[config.mk]
export PLATFORM = sky130hd
export DESIGN_NAME = seq_mag_compare
export DESIGN_NICKNAME = d
export VERILOG_FILES = /design/src/rtl/seq_mag_compare_pkg.sv /design/src/rtl/seq_mag_compare_cmp_bit.sv /design/src/rtl/seq_mag_compare.sv
export SDC_FILE = /design/constraint.sdc
export NUM_CORES = 1
export LEC_CHECK = 0
export ABC_AREA = 0
export CELL_PAD_IN_SITES_DETAIL_PLACEMENT = 0
export CELL_PAD_IN_SITES_GLOBAL_PLACEMENT = 2
export CORE_ASPECT_RATIO = 1.5
export CORE_MARGIN = 4
export CORE_UTILIZATION = 28
export CTS_BUF_LIST = sky130_fd_sc_hd__clkbuf_4 sky130_fd_sc_hd__clkbuf_8
export CTS_CLUSTER_DIAMETER = 200
export DETAILED_ROUTE_END_ITERATION = 10
export PLACE_DENSITY = 0.83
export SETUP_SLACK_MARGIN = 0.05
export SYNTH_ARGS = -nofsm -noshare
export SYNTH_HDL_FRONTEND = slang
export SYNTH_SLANG_ARGS = --single-unit
[constraint.sdc]
create_clock -name clk -period 1.3 [get_ports clk]
set_input_delay 0.26 -clock clk [delete_from_list [all_inputs] [get_ports clk]]
set_output_delay 0.26 -clock clk [all_outputs]
set_load 0.05 [all_outputs]
[src/rtl/seq_mag_compare_pkg.sv]
// Shared types and result encoding for the bit-serial magnitude comparator.
package seq_mag_compare_pkg;

    typedef enum logic [1:0] {
        IDLE = 2'd0,
        SCAN = 2'd1,
        DONE = 2'd2
    } state_t;

    // Result flags packed as {gt, eq, lt}
    typedef logic [2:0] res_t;

    localparam res_t RES_GT   = 3'b100;
    localparam res_t RES_EQ   = 3'b010;
    localparam res_t RES_LT   = 3'b001;
    localparam res_t RES_NONE = 3'b000;

    function automatic res_t diff_res(input logic a_greater);
        diff_res = a_greater ? RES_GT : RES_LT;
    endfunction

endpackage

[src/rtl/seq_mag_compare_cmp_bit.sv]
// Single-bit compare cell; inv swaps the sense of the bit so a 0 wins (two's complement sign bit).
module cmp_bit (
    input  logic ai,
    input  logic bi,
    input  logic inv,
    output logic g,
    output logic e
);

    assign e = ~(ai ^ bi);
    assign g = (ai ^ inv) & ~(bi ^ inv);

endmodule

[src/rtl/seq_mag_compare.sv]
// Bit-serial MSB-first magnitude comparator with optional early exit.
// Define SEQ_MAG_COMPARE_SIGNED_EN to add the signed_mode port and signed MSB handling.
module seq_mag_compare
    import seq_mag_compare_pkg::*;
#(
    parameter int WIDTH      = 8,
    parameter int EARLY_EXIT = 1
) (
    input  logic             clk,
    input  logic             rst_n,
    input  logic             start,
    input  logic [WIDTH-1:0] a,
    input  logic [WIDTH-1:0] b,
`ifdef SEQ_MAG_COMPARE_SIGNED_EN
    input  logic             signed_mode,
`endif
    output logic             busy,
    output logic             done,
    output logic             gt,
    output logic             eq,
    output logic             lt
);

    localparam int               IDX_W   = $clog2(WIDTH);
    localparam logic [IDX_W-1:0] IDX_MSB = IDX_W'(WIDTH - 1);
    localparam logic [IDX_W-1:0] IDX_ONE = IDX_W'(1);
    localparam logic [IDX_W-1:0] IDX_LSB = {IDX_W{1'b0}};
    localparam bit               EE      = (EARLY_EXIT != 0);

    state_t           state_r;
    state_t           state_s;
    logic [WIDTH-1:0] a_sh_r;
    logic [WIDTH-1:0] b_sh_r;
    logic [IDX_W-1:0] idx_r;
    logic             found_r;
    res_t             lat_r;
    res_t             res_r;
    res_t             res_s;
    logic             busy_r;
    logic             done_r;
    logic             accept_s;
    logic             inv_s;
    logic             g_s;
    logic             e_s;

    assign accept_s = start && ((state_r == IDLE) || (state_r == DONE));

`ifdef SEQ_MAG_COMPARE_SIGNED_EN
    logic sgn_r;

    // Mode captured with the operands so later changes on signed_mode cannot disturb a scan
    always_ff @(posedge clk) begin
        if (!rst_n) begin
            sgn_r <= 1'b0;
        end else if (accept_s) begin
            sgn_r <= signed_mode;
        end
    end

    assign inv_s = sgn_r && (idx_r == IDX_MSB);
`else
    assign inv_s = 1'b0;
`endif

    cmp_bit u_cmp_bit (
        .ai  (a_sh_r[WIDTH-1]),
        .bi  (b_sh_r[WIDTH-1]),
        .inv (inv_s),
        .g   (g_s),
        .e   (e_s)
    );

    // Next-state and next-result decode
    always_comb begin
        state_s = state_r;
        res_s   = res_r;
        case (state_r)
            IDLE: begin
                if (start) begin
                    state_s = SCAN;
                end else begin
                    state_s = IDLE;
                end
            end
            SCAN: begin
                if (EE && !e_s) begin
                    state_s = DONE;
                    res_s   = diff_res(g_s);
                end else if (idx_r == IDX_LSB) begin
                    state_s = DONE;
                    // An earlier difference outranks anything seen in lower bits
                    if (found_r) begin
                        res_s = lat_r;
                    end else if (!e_s) begin
                        res_s = diff_res(g_s);
                    end else begin
                        res_s = RES_EQ;
                    end
                end else begin
                    state_s = SCAN;
                end
            end
            DONE: begin
                if (start) begin
                    state_s = SCAN;
                end else begin
                    state_s = IDLE;
                end
            end
            default: begin
                state_s = IDLE;
            end
        endcase
    end

    // Control state, status and result flags
    always_ff @(posedge clk) begin
        if (!rst_n) begin
            state_r <= IDLE;
            busy_r  <= 1'b0;
            done_r  <= 1'b0;
            res_r   <= RES_NONE;
        end else begin
            state_r <= state_s;
            busy_r  <= (state_s == SCAN);
            done_r  <= (state_s == DONE);
            res_r   <= res_s;
        end
    end

    // Operand shift registers, bit index and first-difference latch
    always_ff @(posedge clk) begin
        if (!rst_n) begin
            a_sh_r  <= {WIDTH{1'b0}};
            b_sh_r  <= {WIDTH{1'b0}};
            idx_r   <= IDX_LSB;
            found_r <= 1'b0;
            lat_r   <= RES_NONE;
        end else if (accept_s) begin
            a_sh_r  <= a;
            b_sh_r  <= b;
            idx_r   <= IDX_MSB;
            found_r <= 1'b0;
            lat_r   <= RES_NONE;
        end else if (state_r == SCAN) begin
            a_sh_r <= {a_sh_r[WIDTH-2:0], 1'b0};
            b_sh_r <= {b_sh_r[WIDTH-2:0], 1'b0};
            idx_r  <= idx_r - IDX_ONE;
            if (!e_s && !found_r) begin
                found_r <= 1'b1;
                lat_r   <= diff_res(g_s);
            end
        end
    end

    assign busy          = busy_r;
    assign done          = done_r;
    assign {gt, eq, lt}  = res_r;

endmodule

* After elaboration in Yosys (flattened, before gate mapping)
Index checks and enable logic that the tools add are counted.
** Cells by class
- Equal/unequal tests :: 4
- Bitwise operators :: 4
- Reduce and logical (&&, ||, !) cells :: 12
- $add $sub $neg :: 1
- Muxes and demuxes :: 14
** Operators with widths (count)
- 8-bit two-way mux :: 4
- 3-bit two-way mux :: 6
- 2-bit by 1-bit == test with 1-bit output, second input constant :: 2
- 2-bit == test, second input constant :: 2
- 2-bit two-way mux :: 2
- 2-bit one-hot mux with 2 select lines :: 1
- 2-bit AND reduction :: 2
- 2-bit nonzero test :: 2
- 2-bit OR reduction :: 2
- 3-bit zero test :: 1
- 3-bit by 1-bit subtractor with 3-bit output, second input constant :: 1
- 1-bit logical AND :: 2
- 2-bit zero test :: 1
- 1-bit inverter :: 2
- 1-bit bitwise AND :: 1
- 1-bit zero test :: 1
- 1-bit logical OR :: 1
- 1-bit two-way mux :: 1
- 1-bit bitwise XOR :: 1
** Word-level totals
- Input bits :: 19
- Bits in registers :: 30

* Logic depth before layout (Yosys ltp)
- Depth in word-level cells :: 5
- Gate-level depth with buffers :: 6
- Gate-level depth less buffers :: 6

* Modules after synthesis
Synthesis repeated with hierarchy kept, for this count alone.
** Second synthesis, totals
- Cells, all modules :: 141
- Area total of the unflattened synthesis :: 1263.7 um^2
** By module, submodules not included
- seq_mag_compare :: area each 1232.4 um^2, instances 1, cells each 137
- cmp_bit :: area each 31.3 um^2, instances 1, cells each 4

* Worst setup path after synthesis
No wires, ideal clock.
- Path kind :: register to register
- From :: register idx_r[0]
- To :: register res_r[0]
- Buffers on the path :: 0
- Path slack :: -0.037 ns
- Period minus slack after synthesis :: 1.337 ns
- Arrival :: 1.220 ns
- Required time :: 1.184 ns
- Stages on the path, launching flop included :: 7
- Library setup time :: 0.116 ns
- Cell sequence :: dfxtp_1 -> inv_1 -> ha_1 -> ha_1 -> and2b_1 -> nor2_1 -> o211a_1
** On the way
- Longest elaborated chain between the ends :: 3
** Ends and longest elaborated chain
- start, declared :: RTL line seq_mag_compare.sv:34 : logic [IDX_W-1:0] idx_r;
- start signal, assigned :: RTL line seq_mag_compare.sv:148 : idx_r <= idx_r - IDX_ONE;
- 3-bit zero test :: RTL line seq_mag_compare.sv:89 : end else if (idx_r == IDX_LSB) begin
- 2-bit nonzero test (no line)
- 2-bit AND reduction (no line)
- end signal, assigned :: RTL line seq_mag_compare.sv:127 : res_r <= res_s;
- end, declared :: RTL line seq_mag_compare.sv:37 : res_t res_r;
No other way between the ends.
A chain may end at the register's enable or synchronous reset.

* Worst setup path after layout
- From :: register idx_r[0]
- To :: register res_r[2]
The elaborated chain is that of the path after synthesis.

==> results_dict.tcl <==
set metrics [dict create \
    mostFrequentLayoutCells "25 x dfxtp_1, 18 x a21oi_1, 18 x clkdlybuf4s50_1" \
    avgSynthCellArea_sq_um 8.87 \
    synth_seq_area_share 0.467 \
    path_clk_slew_ns 0.06 \
    holdBufCountCts 0 \
    first_global_vias 1125 \
    fin_crit_ns 1.30 \
    nNetsFinal 200 \
    die_area_sq_um 5590 \
    first_pass_iters 5 \
    root_buffer "clkbuf_8" \
    syn_to_final_growth_pct 49.8 \
    irDropWorstVdd_mv 0.691 \
    drc 0 \
    met3_length_microns 114 \
    final_common_cell "dfxtp_1" \
    synth_mux_area_frac 0 \
    track_usage 0.112 \
    crit_chain "inv_2 > ha_4 > ha_4 > buf_4 > nand2b_1 > a21oi_2 > a311oi_2" \
    fin_util 0.439 \
    boundaryPins 24 \
    grt_max_degree 25 \
    drive_gt1_frac 0.324 \
    timing.hold.ws_ns 0.465 \
    cp-end-kind "register" \
    tightest_slew_ns 0.288 \
    routedWlPerCell_microns 13.8 \
    fp.dieH_microns 89.6 \
    routabilityCongestion 0.727 \
    drt-met1-wl_microns 1380 \
    cts.sinks 29 \
    outcome "finished, final reports clean" \
    top_layer_used "met4" \
    slew_headroom 0.808 \
    worstPathArrival_ns 1.45 \
    cellPowerDensity_nw_per_um2 1260 \
    wl_microns 3110 \
    initial_core_util 0.293 \
    p_leak_nw 0.691 \
    grt_pass1_wl_microns 5050 \
    pre_cts_ws_ns -0.178 \
    critPathMaxStageDelay_ns 0.35 \
    yosysUniqueCellTypes 27 \
    cts_tree "yes" \
    n_antenna_cell 0 \
    grt_setup_unrepaired "true" \
    synth_compound_area_frac 0.226 \
    synth-seq-cells 29 \
    core_sq_um 4250 \
    maxSlewViolCount 0 \
    crit_type "reg -> reg" \
    synth_area_leaders "dfxtp_1 47%, a21oi_1 8.1%, a22oi_1 7.3%, nand3_1 6.8%, buf_6 3.6%" \
    grt_antenna_before_repair 0 \
    fmax_ghz 0.770 \
    skew_ns 0.00617 \
    die_width_microns 62.4 \
    via_count 1159 \
    rows 29 \
    syn_nets 162 \
    fillers 435 \
    synth_top_family_by_area "compound AO/OA/AOI/OAI gates" \
    drt_iter0_markers 20 \
    cts_max_path_buffers 2 \
    synthXorXnorAreaFrac 0 \
    path_delay_family "flip-flops" \
    cp_max_fo 2 \
    route.met2.wl_microns 1570 \
    layout_setup_ws_ns 0.000459 \
    crit_buf_inv 2 \
    finalHoldViolations 0 \
    yosysWarnings 0 \
    io_buffers 23 \
    critPathLaunchType "register" \
    antenna_left 0 \
    yosys.area_share.simple 0.186 \
    numCtsBuffers 5 \
    htreeDepth 2 \
    cap_violations 0 \
    crit_path_frequent_cell "ha_4" \
    post-route-period-util 1.00 \
    synthAdderAreaFrac 0.0302 \
    hold_path.class "reg -> reg" \
    cp.required_ns 1.45 \
    drt-vias-per-instance 5.15 \
    critPathSlowestCell "dfxtp_2" \
    finalSetupViolations 0 \
    insertion_delay_ns 0.28 \
    syn_area_sq_um 1240 \
    dp_hpwl_microns 2160 \
    yosysTopAreaCellShare 0.467 \
    synth_area_leader_cell "dfxtp_1" \
    synth_cells 140 \
    grt-ovfl-total 0 \
]
==> metrics by stage <==
step | instance area, sq um | total power (W) | cells | TNS (ns)
floorplan | 1290 | 0.00136 | 140 | 0
global placement | 1690 | 0.00158 | 214 | -1.76
detailed placement | 1690 | 0.00159 | 214 | -2.06
CTS | 1790 | 0.00233 | 222 | -0.0170
global route | 1860 | 0.00247 | 225 | -0.245
finish | 1860 | 0.00235 | 225 | 0
==> synthesized netlist by cell type (all sizes together) <==
master    n
a211oi    1
a21oi    20
a22oi    12
a311oi    1
a31oi     4
and2b     1
buf       9
clkbuf    3
dfxtp    29
ha        3
inv       6
nand2     9
nand2b    5
nand3    17
nand3b    1
nand4b    1
nor2      5
nor2b     2
nor3      3
o2111ai   1
o211a     1
o21ai     3
o31ai     2
or2b      1
==> sequential cells by signal, indices dropped and copies added, names as in the netlist <==
register / flops
state_r: 2
found_r: 1
a_sh_r: 8
b_sh_r: 8
busy: 1
lat_r: 2
res_r: 3
done: 1
idx_r: 3
==> worst min-delay path, stage by stage (launching register included) <==
cell and delay, ns:
dfxtp_1 0.31, nand3_1 0.06, a21oi_1 0.05
==> cell type report <==
class                           count  area (sq um)  area share
Tap cell                           46          57.6      0.0309
Clock buffer                        6          76.3      0.0410
Timing Repair Buffer               42           455       0.245
Sequential cell                    29           586       0.315
Inverter                            6          22.5      0.0121
Multi-Input combinational cell     94           654       0.351
Clock inverter                      2          10.0     0.00538
==> cell families (layout without fill, tap and decap cells) <==
kind of cell | after synthesis | after routing
adder cells (fa/ha/maj) | 3 | 3
buffers and inverters | 18 | 56
flip-flops | 29 | 29
AND/OR/NAND/NOR | 45 | 46
AO/OA/AOI/OAI | 45 | 45
==> power breakdown <==
| group | internal (W) | total, W | leakage (nW) | switching [W] |
|---|---|---|---|---|
| Combinational | 0.000319 | 0.000609 | 0.403 | 0.000290 |
| Clock | 0.000391 | 0.000727 | 0.0484 | 0.000336 |
| Sequential | 0.000962 | 0.00101 | 0.240 | 0.0000514 |
==> routing by layer <==
| metal | GRT usage | vias up |
|---|---|---|
| met5 | 0 | - |
| met3 | 0.0386 | 7 |
| met2 | 0.194 | 21 |
| met1 | 0.127 | 553 |
| met4 | 0.0463 | 0 |
| li1 | - | 578 |
==> worst paths after layout <==
path,startpoint,endpoint,slack (ns),cells after the start
setup / recovery,idx_r[0],res_r[2],0.0005,7
hold / removal,a_sh_r[4],a_sh_r[4],0.46,2
setup reg to reg,idx_r[0],res_r[2],0.0005,7
hold reg to reg,a_sh_r[4],a_sh_r[4],0.46,2
==> timing repair <==
| item | CTS | global route |
|---|---|---|
| gates cloned | 0 | 1 |
| endpoints found under the setup margin | 6 | 17 |
| setup buffers | 0 | 2 |
| gates resized for setup | 2 | 13 |
| pin swaps | 3 | 1 |
Power figures use the tool's default switching activity.
